**src/rtl/pixel_sequencer.sv**
```systemverilog
// pixel_sequencer: frame sequencer for a pixel array (erase, expose, ramp convert, read, stream out)
//
// Ports
//   clk            system clock, rising edge
//   reset          asynchronous active-high reset; returns to IDLE with all outputs low
//   start          begins a frame when sampled high in IDLE
//   continuous     sampled on the last stream handshake; high chains straight into the next frame
//   expose_cycles  exposure length in cycles (0 behaves as 1), latched at each frame start
//   erase/expose/convert/read  phase strobes, one per matching state
//   dac_data       ramp count, 0..2^DATA_W-1 during CONVERT, 0 elsewhere
//   pix_bus        N_PIX packed pixel samples, captured at the end of READ
//   out_data/out_ch/out_valid/out_ready  valid/ready stream of captured samples, channel 0 first
//   busy           high whenever the sequencer is not IDLE
//   frame_done     high on the handshake of the last channel
//   frame_cnt      frames completed, wraps at 16 bits (only with PIXEL_SEQ_FRAME_COUNT_EN)
module pixel_sequencer #(
   parameter int N_PIX     = 4,
   parameter int DATA_W    = 8,
   parameter int ERASE_CYC = 5,
   localparam int CHW      = (N_PIX > 1) ? $clog2(N_PIX) : 1
) (
   input  logic                    clk,
   input  logic                    reset,
   input  logic                    start,
   input  logic                    continuous,
   input  logic [15:0]             expose_cycles,
   output logic                    erase,
   output logic                    expose,
   output logic                    convert,
   output logic                    read,
   output logic [DATA_W-1:0]       dac_data,
   input  logic [N_PIX*DATA_W-1:0] pix_bus,
   output logic [DATA_W-1:0]       out_data,
   output logic [CHW-1:0]          out_ch,
   output logic                    out_valid,
   input  logic                    out_ready,
   output logic                    busy,
`ifdef PIXEL_SEQ_FRAME_COUNT_EN
   output logic [15:0]             frame_cnt,
`endif
   output logic                    frame_done
);
   typedef enum logic [2:0] {IDLE, ERASE, EXPOSE, CONVERT, READ, STREAM} state_t;
   localparam logic [CHW-1:0] LAST_CH = CHW'(N_PIX - 1);
   state_t state, next;
   logic [15:0] cnt, exp_len, exp_last;
   logic [DATA_W-1:0] dac;
   logic [CHW-1:0] idx;
   logic [DATA_W-1:0] cap [N_PIX];
   logic frame_start;
   // exposure of 0 is stretched to a single cycle
   assign exp_last = (exp_len == 16'd0) ? 16'd0 : exp_len - 16'd1;
   // expose_cycles is latched on every entry into ERASE, including a continuous restart
   assign frame_start = (state == IDLE && start) || (frame_done && continuous);
   always_ff @(posedge clk or posedge reset)
      if (reset) state <= IDLE;
      else       state <= next;
   always_comb begin
      next       = state;
      erase      = 1'b0;
      expose     = 1'b0;
      convert    = 1'b0;
      read       = 1'b0;
      dac_data   = '0;
      out_data   = '0;
      out_ch     = '0;
      out_valid  = 1'b0;
      frame_done = 1'b0;
      busy       = state != IDLE;
      case (state)
         IDLE:    next = start ? ERASE : IDLE;
         ERASE: begin
            erase = 1'b1;
            if (cnt == 16'(ERASE_CYC - 1)) next = EXPOSE;
         end
         EXPOSE: begin
            expose = 1'b1;
            if (cnt == exp_last) next = CONVERT;
         end
         CONVERT: begin
            convert  = 1'b1;
            dac_data = dac;
            if (dac == '1) next = READ;
         end
         READ: begin
            read = 1'b1;
            next = STREAM;
         end
         STREAM: begin
            out_valid = 1'b1;
            out_data  = cap[idx];
            out_ch    = idx;
            if (out_ready && idx == LAST_CH) begin
               frame_done = 1'b1;
               next       = continuous ? ERASE : IDLE;
            end
         end
         default: next = IDLE;
      endcase
   end
   always_ff @(posedge clk or posedge reset)
      if (reset) begin
         cnt     <= '0;
         dac     <= '0;
         idx     <= '0;
         exp_len <= '0;
         for (int k = 0; k < N_PIX; k++) cap[k] <= '0;
      end else begin
         // phase timer restarts on every state change
         cnt <= (next == state && (state == ERASE || state == EXPOSE)) ? cnt + 16'd1 : 16'd0;
         // ramp wraps to 0 on the last CONVERT cycle, so it is idle at 0 outside CONVERT
         dac <= convert ? dac + 1'b1 : '0;
         if (frame_start) exp_len <= expose_cycles;
         if (read)
            for (int k = 0; k < N_PIX; k++) cap[k] <= pix_bus[k*DATA_W +: DATA_W];
         if (out_valid && out_ready) idx <= (idx == LAST_CH) ? '0 : CHW'(idx + 1'b1);
      end
`ifdef PIXEL_SEQ_FRAME_COUNT_EN
   always_ff @(posedge clk or posedge reset)
      if (reset)           frame_cnt <= '0;
      else if (frame_done) frame_cnt <= frame_cnt + 16'd1;
`endif
endmodule

```
**config.mk**
```make
export PLATFORM = sky130hd
export DESIGN_NAME = pixel_sequencer
export DESIGN_NICKNAME = d
export VERILOG_FILES = /design/src/rtl/pixel_sequencer.sv
export SDC_FILE = /design/constraint.sdc
export NUM_CORES = 1
export LEC_CHECK = 0
export BUFFER_PORTS_ARGS = -buffer_cell sky130_fd_sc_hd__buf_2
export CORE_ASPECT_RATIO = 0.6
export CORE_UTILIZATION = 57
export DETAILED_ROUTE_END_ITERATION = 10
export PLACE_DENSITY = 0.81
export SYNTH_ARGS = -nofsm -noshare
export SYNTH_HDL_FRONTEND = slang
export SYNTH_SLANG_ARGS = --single-unit
```
**constraint.sdc**
```tcl
create_clock -name clk -period 4.15 [get_ports clk]
set_input_delay 0.6225 -clock clk [delete_from_list [all_inputs] [get_ports clk]]
set_output_delay 0.6225 -clock clk [all_outputs]
set_load 0.1 [all_outputs]
```
Yosys cells after proc, flatten, opt, wreduce, memory -nomap -nowiden --
Index checks and enable logic that the tools add are counted.
Operators by class: multiplexer cells 24, eq/ne operators 10, bitwise logic cells 1, divide/modulo/power cells 0, multiply operators 0, add/sub/neg operators 4, magnitude comparators 1, reductions and logical operators 10, shift-type cells 0
Operators by type and width (count):
- 8-bit 2-to-1 mux | 5
- 16-bit 2-to-1 mux | 2
- 3-bit one-hot mux with 6 select lines | 1
- 16-bit by 1-bit adder with 16-bit output, second input constant | 1
- 8-bit binary-select mux with 2-bit select | 1
- 16-bit == test | 1
- 16-bit by 3-bit == test with 1-bit output, second input constant | 1
- 16-bit zero test | 1
- 16-bit by 1-bit subtractor with 16-bit output, second input constant | 1
- 3-bit 2-to-1 mux | 4
- 1-bit 2-to-1 mux | 9
- 8-bit by 1-bit adder with 8-bit output, second input constant | 1
- 8-bit == test, second input constant | 1
- 3-bit by 2-bit == test with 1-bit output, second input constant | 2
- 3-bit == test, second input constant | 2
- 1-bit logical AND | 5
- 2-bit 2-to-1 mux | 2
- 3-bit by 1-bit == test with 1-bit output, second input constant | 1
- 3-bit == test | 1
- 3-bit greater-or-equal comparator, second input constant | 1
- 3-bit zero test | 1
- 2-bit inverter with 3-bit output | 1
- 3-bit nonzero test | 1
- 2-bit by 1-bit adder with 2-bit output, second input constant | 1
- 2 further kinds | 3
Word-level totals: register bits after elaboration 77, bits in latches 0, ROM bits 0, RAM bits 0, memories 0, logic and storage cells 59

Logic depth before layout (Yosys ltp) --
word-level depth 8, gate-level depth with buffers 12, mapped depth without buffers 10

Worst setup path before layout --
No wires, ideal clock.
kind reg-to-reg, start point reg state[0], end point reg exp_len[10], cell stages (with the launch flop) 8, data required time 4.025 ns, clock period less this slack 3.533 ns, path slack 0.617 ns, arrival time 3.409 ns, path buffers 2, library setup time 0.125 ns, path through dfrtp_1 -> clkbuf_1 -> nor2b_1 -> and2_1 -> and3_1 -> a22oi_1 -> clkbuf_1 -> mux2_2
Between the ends: word-level cells in the longest chain between the ends 4
Ends and longest elaborated chain:
- from (decl) | RTL line 45 | state_t state, next;
- from (signal assigned) | RTL line 57 | else state <= next;
- 3-bit == test | RTL line 70 | case (state)
- 1-bit 2-to-1 mux | RTL line 70
- named net frame_done | RTL line 41 | output logic frame_done
- 1-bit logical AND | RTL line 54 | assign frame_start = (state == IDLE && start) || (frame_done && continuous);
- 1-bit logical OR | RTL line 54
- to (signal assigned) | RTL line 113 | if (frame_start) exp_len <= expose_cycles;
- to (decl) | RTL line 46 | logic [15:0] cnt, exp_len, exp_last;
The timed path passes the listed nets, and every way through them passes these cells. A chain may end at the register's enable or synchronous reset.

Worst setup path in the final report --
start point reg exp_len[0], end point reg cnt[4]
Between the ends: word-level cells in the longest chain between the ends 8
Ends and longest elaborated chain:
- 16-bit by 1-bit subtractor with 16-bit output or 16-bit zero test (tied branches) | RTL line 52 | assign exp_last = (exp_len == 16'd0) ? 16'd0 : exp_len - 16'd1;
- 16-bit 2-to-1 mux (*) | RTL line 52
- 16-bit == test (*) | RTL line 78 | if (cnt == exp_last) next = CONVERT;
- 3-bit 2-to-1 mux (*) | RTL line 78
- 3-bit one-hot mux with 6 select lines (*) | RTL line 70
- 3-bit == test (*) | RTL line 110 | cnt <= (next == state && (state == ERASE || state == EXPOSE)) ? cnt + 16'd1 : 16'd0;
- 1-bit logical AND (*) | RTL line 110
- 16-bit 2-to-1 mux (*) | RTL line 110
- to (signal assigned) | RTL line 110
- to (decl) | RTL line 46
Every way passes the cells marked *; elsewhere a longest branch is shown, timed or not.

==> metrics.yaml <==
status: "finished clean"
htreeDepth: 3
fillers: 568
cts_sinks: 77
crit_path_max_incr_delay_ns: 0.51
crit_path_max_fanout: 15
rows: 24
ant_nets: 0
ys_types: 64
p_sw_uw: 328
power_mw: 1.52
setup_viol: 0
track_usage: 0.284
viasPerCell: 6.07
reg2reg_to: "cnt[4]$_DFF_PP0_"
nets: 543
r2r_slack_ns: 0.63
first_global_vias: 3365
syn_area_per_cell_um2: 10.8
drive_above_1_share: 0.369
r2r-start: "exp_len[0]$_DFFE_PP0P_"
synth-seq-cells: 77
synthMostInstantiatedCell: "dfrtp_1"
clk-insertion-delay-late_ns: 0.34
start_kind: "flip-flop"
numCtsBuffers: 9
fmax_mhz: 284
ys_seq_area_frac: 0.424
cp-end-kind: "flip-flop"
clockBufferDepth: 2
die_x_um: 117
grt_max_degree: 42
maxCapViolCount: 0
rsz0062_at_grt: "no"
ctsResizeCount: 0
num_io_pins: 78
path_delay_family: "simple AND/OR/NAND/NOR gates"
seq_power_share: 0.495
worst_slew_pin_slew_ns: 0.784
drtIter0Drc: 253
power.internal_mw: 1.19
cts_tree: "yes"
power_frac_comb: 0.026
crit_path_cell_trace: "inv_1, ha_1, nor3b_2, and4_1, nor2_1, a211o_1, a21oi_1, or4b_1, o31ai_4, buf_4, a21oi_1"
synth_area_leaders: "dfrtp_1 42%, mux2_2 12%, mux4_2 4.0%"
cpMaxStageDelayCell: "nor3b_2"
swShare: 0.217
design.die.area_mm2: 0.00834
post_cts_buffers: 0
gp_congestion: 0.891
power_density_mw_per_mm2: 289
dpl.hpwl_um: 7740
synthTopCellsByCount: "77 x dfrtp_1, 49 x mux2_2, 26 x and3_1"
port_buffers: 77
hold_buffers: 0
timing.final.crit_share: 0.849
synth_edf_count: 0
min_path_type: "primary input to async pin"
antenna_found_initial: 0
wl_um: 10600
clkTransAtPathRegs_ns: 0.06
areaGrowthSynthToFinish_pct: 15.5
reg2reg_depth: 11
yosysWarnings: 0
dp_worst_setup_slack_ns: 0.715
setup_ws_ns: 0.626
async_reset_ff_frac: 1.00
start_util: 0.607
hold_viol: 0
drtPass1Iterations: 6
multiInputGateArea_mm2: 0.00244
cp_num_buf_inv: 2
final_max_slew_viol_count: 0
clock_power_share: 0.479
regArea_mm2: 0.00193
vias: 3604
synthCells: 421
cpMostUsedCell: "a21oi_1"
ir_worst_vdd_mv: 0.300
core_area_mm2: 0.00748
syn_nets: 479
skew_ns: 0.00977
synth.top_cell.area_share: 0.424
clockRootBuffer: "clkbuf_16"
routedWlPerCell_um: 17.9
setup_tns_ns: 0
finalCriticalPeriod_ns: 3.52
fp.dieH_um: 71.1
syn_area_mm2: 0.00454
max_slew_margin: 0.476
drc: 0
crit_required_ns: 4.33
crit_arrival_ns: 3.70
p_leak_nw: 2.56
grt-ovfl-total: 0
grt_pass1_wl_um: 17500
critical_path_class: "flip-flop to flip-flop"
diodes: 0
synthFlopType: "dfrtp_1"
synth_top_area_cell: "dfrtp_1"
registers in the layout (all words and copies together) (netlist names):
name	count
exp_len	16
state	3
idx	2
cnt	16
cap	32
dac	8
how the worst max path moves through the flow:
stage | from | end | slack, ns | cells past startpoint
after floorplan | state[0]$_DFF_PP0_ | exp_len[10]$_DFFE_PP0P_ | 0.62 | 7
after global placement | exp_len[0]$_DFFE_PP0P_ | cnt[15]$_DFF_PP0_ | 0.86 | 11
after detailed placement | exp_len[0]$_DFFE_PP0P_ | cnt[0]$_DFF_PP0_ | 0.71 | 11
after CTS | exp_len[0]$_DFFE_PP0P_ | cnt[4]$_DFF_PP0_ | 0.70 | 11
after global routing | exp_len[0]$_DFFE_PP0P_ | cnt[2]$_DFF_PP0_ | 0.40 | 11
final | exp_len[0]$_DFFE_PP0P_ | cnt[4]$_DFF_PP0_ | 0.63 | 11
worst register-to-register path: stages, from the launching register on:
cell	delay, ns
dfrtp_1	0.44
inv_1	0.08
ha_1	0.22
nor3b_2	0.51
and4_1	0.51
nor2_1	0.12
a211o_1	0.28
a21oi_1	0.14
or4b_1	0.51
o31ai_4	0.18
buf_4	0.28
a21oi_1	0.11
layout make-up:
cell class,count,area share
well taps,104,0.0248
multi-input cells,301,0.465
repair buffers,81,0.0792
clock inverters,6,0.00740
flip-flops and latches,77,0.368
inverters,15,0.0107
clock buffers,10,0.0456
cells in the final DEF (no fill, tap or decap), types with 3 or more instances in the layout:
cell	instances
dfrtp_1	77
buf_2	77
mux2_2	49
and3_1	26
nor2_1	25
xnor2_1	18
nand3_1	16
nand2_1	15
xor2_1	15
nor3_1	14
inv_1	14
a21oi_1	13
a21oi_2	10
clkbuf_16	9
nand4_1	8
mux4_2	8
nor4_1	7
or3_1	7
ha_1	5
nand2b_1	4
or4_1	4
or2_2	4
buf_4	4
o21ai_0	3
mux2i_1	3
clkinv_2	3
stage by stage:
stage	hold WS, ns	std cells	utilization	cell area [um^2]
2_1_floorplan	0.461	421	-	4540
3_3_place_gp	0.486	578	0.664	4960
3_5_place_dp	0.491	578	0.664	4960
4_1_cts	0.452	594	0.701	5240
5_1_grt	0.506	594	0.701	5240
6_report	0.434	594	0.701	5240
power groups by stage:
stage               Combinational, mW  Sequential [mW]  Clock, mW
floorplan                      0.0114            0.765          0
global placement               0.0392            0.764          0
detailed placement             0.0404            0.764          0
CTS                            0.0406            0.751      0.738
global route                   0.0456            0.750      0.770
finish                         0.0394            0.751      0.725
metal layers:
metal	track usage	wire length, um
met1	0.420	5060
met4	0.0802	121
met5	0	0
met2	0.401	4630
met3	0.0857	837
cell families (layout without fill, tap and decap cells):
family | count (synthesis) | after routing | share of synthesized area
DFF | 77 | 77 | 0.424
and+or+nand+nor | 150 | 150 | 0.190
muxes | 60 | 60 | 0.168
adders and majority gates | 5 | 5 | 0.0138
AOI/OAI and AO/OA | 51 | 51 | 0.0901
buffers and inverters | 43 | 112 | 0.0402
xor gates and xnor gates | 35 | 35 | 0.0738
(Power assumes the default switching activity.)
